==> src/rtl/mii_pkg.sv <==
// Shared MII definitions: nibble constants, CRC-32 parameters and the TX state encoding.
package mii_pkg;

    localparam logic [3:0]  PREAMBLE_NIB = 4'h5;
    localparam logic [3:0]  SFD_NIB      = 4'hD;
    localparam logic [31:0] CRC32_POLY   = 32'hEDB88320;
    localparam logic [31:0] CRC32_INIT   = 32'hFFFFFFFF;
    localparam int          FCS_NIBBLES  = 8;

    typedef enum logic [2:0] {
        ST_IDLE,
        ST_PRE,
        ST_SFD,
        ST_LO,
        ST_HI,
        ST_FCS,
        ST_ERR,
        ST_IFG
    } tx_state_e;

    function automatic int max_int(input int a, input int b);
        return (a > b) ? a : b;
    endfunction

endpackage

==> src/rtl/crc32_byte.sv <==
// Combinational one-byte step of the reflected Ethernet CRC-32; also used by the receive core's FCS check.
module crc32_byte
    import mii_pkg::*;
(
    input  logic [31:0] crc_in,
    input  logic [7:0]  data,
    output logic [31:0] crc_out
);

    logic [31:0] c;

    // NOTE: blocking assignments here are intentional; the loop unrolls into eight chained XOR stages.
    always_comb begin
        c = crc_in ^ {24'h0, data};
        for (int i = 0; i < 8; i++) begin
            c = c[0] ? ((c >> 1) ^ CRC32_POLY) : (c >> 1);
        end
        crc_out = c;
    end

endmodule

==> src/rtl/mii_tx_core.sv <==
// MII transmit engine: byte stream in, preamble/SFD/data/[FCS]/IFG out on 4-bit MII TX pins.
// Define MII_TX_CRC_EN to append a CRC-32 FCS after the last data byte.
module mii_tx_core
    import mii_pkg::*;
#(
    parameter int PREAMBLE_NIBBLES = 15,
    parameter int IFG_NIBBLES      = 24,
    parameter int SYNC_STAGES      = 2
) (
    input  logic       clk,
    input  logic       reset,
    input  logic [7:0] s_data,
    input  logic       s_valid,
    input  logic       s_last,
    output logic       s_ready,
    output logic       busy,
    output logic       underrun,
    input  logic       mii_tx_clk,
    output logic       mii_tx_en,
    output logic       mii_tx_er,
    output logic [3:0] mii_txd
);

    localparam int CNT_W = $clog2(max_int(max_int(PREAMBLE_NIBBLES, IFG_NIBBLES), FCS_NIBBLES) + 1);
    localparam logic [CNT_W-1:0] PRE_LAST = CNT_W'(PREAMBLE_NIBBLES - 1);
    // The IDLE tick that launches the next preamble supplies the final gap nibble.
    localparam logic [CNT_W-1:0] IFG_LAST = CNT_W'(IFG_NIBBLES - 2);

    logic [SYNC_STAGES-1:0] sync_q, sync_d;
    logic                   edge_q, edge_d;
    logic                   tick;

    tx_state_e              state_q, state_d;
    logic [CNT_W-1:0]       cnt_q, cnt_d;
    logic [7:0]             byte_q, byte_d;
    logic                   last_q, last_d;
    logic                   tx_en_q, tx_en_d;
    logic                   tx_er_q, tx_er_d;
    logic [3:0]             txd_q, txd_d;
    logic                   underrun_q, underrun_d;

`ifdef MII_TX_CRC_EN
    localparam logic [CNT_W-1:0] FCS_LAST = CNT_W'(FCS_NIBBLES - 1);

    logic [31:0] crc_q, crc_d, crc_next, fcs;
    logic [2:0]  fcs_idx;

    crc32_byte u_crc (
        .crc_in  (crc_q),
        .data    (s_data),
        .crc_out (crc_next)
    );

    always_comb begin
        fcs     = ~crc_q;
        fcs_idx = cnt_q[2:0] + 3'd1;
        crc_d   = crc_q;
        if (tick && state_q == ST_IDLE && s_valid) begin
            crc_d = CRC32_INIT;
        end else if (s_ready && s_valid) begin
            crc_d = crc_next;
        end
    end
`endif

    always_comb begin
        sync_d = {sync_q[SYNC_STAGES-2:0], mii_tx_clk};
        edge_d = sync_q[SYNC_STAGES-1];
        tick   = sync_q[SYNC_STAGES-1] & ~edge_q;
    end

    // NOTE: every variable gets its hold/default value first, so no path through the case can infer a latch.
    always_comb begin
        state_d    = state_q;
        cnt_d      = cnt_q;
        byte_d     = byte_q;
        last_d     = last_q;
        tx_en_d    = tx_en_q;
        tx_er_d    = tx_er_q;
        txd_d      = txd_q;
        underrun_d = 1'b0;
        s_ready    = 1'b0;

        if (tick) begin
            unique case (state_q)
                ST_IDLE: begin
                    if (s_valid) begin
                        state_d = ST_PRE;
                        cnt_d   = '0;
                        tx_en_d = 1'b1;
                        txd_d   = PREAMBLE_NIB;
                    end
                end
                ST_PRE: begin
                    if (cnt_q == PRE_LAST) begin
                        state_d = ST_SFD;
                        txd_d   = SFD_NIB;
                    end else begin
                        cnt_d = cnt_q + CNT_W'(1);
                    end
                end
                ST_SFD, ST_HI: begin
                    if (state_q == ST_HI && last_q) begin
`ifdef MII_TX_CRC_EN
                        state_d = ST_FCS;
                        cnt_d   = '0;
                        txd_d   = fcs[3:0];
`else
                        state_d = ST_IFG;
                        cnt_d   = '0;
                        tx_en_d = 1'b0;
                        txd_d   = '0;
`endif
                    end else begin
                        s_ready = 1'b1;
                        if (s_valid) begin
                            byte_d  = s_data;
                            last_d  = s_last;
                            state_d = ST_LO;
                            txd_d   = s_data[3:0];
                        end else begin
                            // Source starved mid-frame: poison the frame with one TX_ER nibble.
                            underrun_d = 1'b1;
                            state_d    = ST_ERR;
                            tx_er_d    = 1'b1;
                            txd_d      = '0;
                        end
                    end
                end
                ST_LO: begin
                    state_d = ST_HI;
                    txd_d   = byte_q[7:4];
                end
                ST_ERR: begin
                    state_d = ST_IFG;
                    cnt_d   = '0;
                    tx_en_d = 1'b0;
                    tx_er_d = 1'b0;
                    txd_d   = '0;
                end
`ifdef MII_TX_CRC_EN
                ST_FCS: begin
                    if (cnt_q == FCS_LAST) begin
                        state_d = ST_IFG;
                        cnt_d   = '0;
                        tx_en_d = 1'b0;
                        txd_d   = '0;
                    end else begin
                        cnt_d = cnt_q + CNT_W'(1);
                        txd_d = fcs[{fcs_idx, 2'b00} +: 4];
                    end
                end
`endif
                ST_IFG: begin
                    if (cnt_q == IFG_LAST) begin
                        state_d = ST_IDLE;
                    end else begin
                        cnt_d = cnt_q + CNT_W'(1);
                    end
                end
                default: begin
                    state_d = ST_IDLE;
                    tx_en_d = 1'b0;
                    tx_er_d = 1'b0;
                    txd_d   = '0;
                end
            endcase
        end
    end

    // NOTE: synchronous reset lives inside the clocked branch, not in the sensitivity list; state uses <= only.
    always_ff @(posedge clk) begin
        if (reset) begin
            sync_q     <= '0;
            edge_q     <= 1'b0;
            state_q    <= ST_IDLE;
            cnt_q      <= '0;
            byte_q     <= '0;
            last_q     <= 1'b0;
            tx_en_q    <= 1'b0;
            tx_er_q    <= 1'b0;
            txd_q      <= '0;
            underrun_q <= 1'b0;
`ifdef MII_TX_CRC_EN
            crc_q      <= '0;
`endif
        end else begin
            sync_q     <= sync_d;
            edge_q     <= edge_d;
            state_q    <= state_d;
            cnt_q      <= cnt_d;
            byte_q     <= byte_d;
            last_q     <= last_d;
            tx_en_q    <= tx_en_d;
            tx_er_q    <= tx_er_d;
            txd_q      <= txd_d;
            underrun_q <= underrun_d;
`ifdef MII_TX_CRC_EN
            crc_q      <= crc_d;
`endif
        end
    end

    assign busy      = (state_q != ST_IDLE);
    assign underrun  = underrun_q;
    assign mii_tx_en = tx_en_q;
    assign mii_tx_er = tx_er_q;
    assign mii_txd   = txd_q;

endmodule

==> config.mk <==
export PLATFORM = sky130hd
export DESIGN_NAME = mii_tx_core
export DESIGN_NICKNAME = d
export VERILOG_FILES = /design/src/rtl/mii_pkg.sv /design/src/rtl/crc32_byte.sv /design/src/rtl/mii_tx_core.sv
export SDC_FILE = /design/constraint.sdc
export NUM_CORES = 1
export LEC_CHECK = 0
export ABC_CLOCK_PERIOD_IN_PS = 5100
export BUFFER_PORTS_ARGS = -buffer_cell sky130_fd_sc_hd__buf_4
export CAP_MARGIN = 0
export CORE_MARGIN = 4
export CORE_UTILIZATION = 48
export CTS_BUF_LIST = sky130_fd_sc_hd__clkbuf_4
export DETAILED_ROUTE_END_ITERATION = 8
export PLACE_DENSITY = 0.7
export SKIP_CTS_REPAIR_TIMING = 1
export SYNTH_ARGS = -nofsm -noshare
export SYNTH_HDL_FRONTEND = slang
export SYNTH_SLANG_ARGS = --single-unit
==> constraint.sdc <==
create_clock -name clk -period 5.1 [get_ports clk]
set_input_delay 0.51 -clock clk [delete_from_list [all_inputs] [get_ports clk]]
set_output_delay 0.51 -clock clk [all_outputs]
set_load 0.05 [all_outputs]
==> results.ini <==
[cells_and_area]
diodes = 0
final_nets = 176
n_fill_cell = 245
area_delta_synth_final_pct = 12.55
final_util = 0.5739
drive_gt1_frac = 0.2313
layoutNonFillerInstCount = 190

[placed_design]
routabilityCongestion = 0.8173
dpl.cell_count = 186
port_buffers = 21
post-dp-hpwl_um = 2057

[yosys]
async_reset_ff_frac = 0
syn_avg_cell_area_um2 = 8.810
yosysSeqAreaShare = 0.3580
synth_cell_type_count = 46
syn_area_um2 = 1286
syn-num-nets = 161
yosys_warnings = 0
yosys_most_used_dff = dfxtp_1
syn_inst = 146
ys_ff_latch = 23
synth_edf_count = 0

[clocking]
cts.sinks = 23
ctsHtreeMaxLevel = 1
clk-insertion-delay-late_ns = 0.31
numCtsBuffers = 3
root_buffer = clkbuf_4
cts_tree = yes
path_clk_slew_ns = 0.13
clockBufferDepth = 2

[drt]
ant_nets = 0
drcViolationCount = 0
totalWireLength_um = 2880
drt_pass1_iterations = 4
wire_per_inst_um = 15.16
drt_iter0_markers = 33
vias = 1148
vias_per_cell = 6.042

[timing]
max_slew.worst_pin.slew_ns = 0.7223
period_needed_ns = 2.547
tns_ns = 0
finalSetupViolations = 0
rsz0062_at_grt = no
whs_ns = 0.4018
fin_worst_skew_ns = 0.006840
final_hold_viol_count = 0
finalCritPeriodShare = 0.4994
clock.fmax_mhz = 392.6
max-slew-margin-rel = 0.5185
drv_slew = 0

[floorplan]
initial_core_util = 0.5099
chipWidth_um = 59.77
fp.dieH_um = 59.77
core_um2 = 2522
dieArea_um2 = 3572
pin_count = 22
num_rows = 18

[global_routing]
grt_pass1_wl_um = 4816
antenna_found_initial = 0
grt.overflow.total = 0
grt_max_degree = 22
track_usage = 0.1745
grt_pass1_vias = 1065

[worst_setup_path]
critical_path_class = register to output pin
endpoint_kind = output pin
path_max_fanout = 19
crit_path_start_kind = register
reg2reg_from = state_q[0]
worst_ep_arrival_time_ns = 2.04
crit_path_start = state_q[1]
cp.required_ns = 4.59
r2r_setup_slack_ns = 2.98

[run_status]
status = finished clean

[worst_hold_path]
hp-start = mii_tx_clk
min_path_type = input port to register

[power_and_ir_drop]
ir_drop_uv = 173.6
leakagePower_nw = 0.5751
powerDensity_nw_per_um2 = 206.8

[flow_run]
cap_violations = 0

worst paths after layout:
check,to,depth (start not counted)
worst max register to register,cnt_q[1],4
worst min-delay path,sync_q[0],2
worst max-delay path,s_ready,4
worst min register to register,sync_q[1],1
state kept, by name, summed over array words and instances (netlist names), 2 cells and up:
| register | count |
|---|---|
| state_q | 3 |
| byte_q | 4 |
| sync_q | 2 |
| mii_txd | 4 |
| cnt_q | 5 |
cells in the mapped netlist (4+ instances only):
cell / n / area (µm²)
nor2b_1: 7 / 43.79
clkbuf_1: 6 / 22.52
a22o_1: 4 / 35.03
o21ai_0: 7 / 35.03
mux2i_1: 5 / 50.05
nand2b_1: 5 / 31.28
a21oi_1: 8 / 40.04
nand2_1: 6 / 22.52
nor2_1: 10 / 37.54
inv_1: 6 / 22.52
dfxtp_1: 23 / 460.4
area by class of cell:
class,instances,area [µm²],share of cell area
flip-flops and latches,23,460.4,0.3181
clock inverters,1,5.005,0.003457
clock buffers,3,22.52,0.01556
well taps,30,37.54,0.02593
repair buffers,21,157.7,0.1089
inverters,6,22.52,0.01556
multi-input cells,106,742.0,0.5125
report_power, final:
group | leakage (nW) | internal [mW] | switching (mW)
logic | 0.371 | 0.0126 | 0.0178
registers | 0.186 | 0.182 | 0.00248
clock network | 0.0177 | 0.0293 | 0.0553
total | 0.575 | 0.224 | 0.0755
metrics by stage:
| stage | power, mW | instance area (µm²) | setup WS [ns] |
|---|---|---|---|
| 2_1_floorplan | 0.2060 | 1286 | 3.005 |
| 3_3_place_gp | 0.2182 | 1420 | 3.044 |
| 3_5_place_dp | 0.2186 | 1420 | 2.947 |
| 4_1_cts | 0.3038 | 1448 | 2.575 |
| 5_1_grt | 0.3154 | 1448 | 2.423 |
| 6_report | 0.2994 | 1448 | 2.553 |
routing by layer:
layer	part of all wire	GRT usage	vias up
li1	-	-	571
met1	0.48	0.2454	536
met2	0.45	0.2562	37
met3	0.064	0.03456	4
met4	0.0080	0.07595	0
met5	0	0	-
worst max-delay path, stage by stage, from the launching register on:
cell and delay, ns:
dfxtp_1 0.78, nor3b_1 0.50, nor2_1 0.12, nor2_1 0.11
buf_4 0.21
cell families (layout without fill, tap and decap cells):
kind of cell,count (synthesis),count (layout),synth area share
and+or+nand+nor,51,51,0.2344
AOI/OAI and AO/OA,45,45,0.2617
DFF,23,23,0.3580
buffers and inverters,17,31,0.06517
muxes,6,6,0.04767
adders and majority gates,2,2,0.01945
xor gates and xnor gates,2,2,0.01362
cell usage in the layout (no fill, tap or decap), drive strengths merged, types with 3 or more instances in the layout:
| cell type | n |
|---|---|
| or3 | 3 |
| nand4b | 3 |
| nor2 | 11 |
| nor2b | 7 |
| a22o | 4 |
| clkbuf | 3 |
| a21oi | 8 |
| nor3 | 3 |
| nand2 | 6 |
| nand3 | 3 |
| a31o | 3 |
| o21ai | 9 |
| nor3b | 3 |
| nand2b | 5 |
| buf | 21 |
| inv | 6 |
| o31ai | 3 |
| dfxtp | 23 |
| o41ai | 4 |
| mux2i | 5 |
Power figures use the tool's default switching activity.
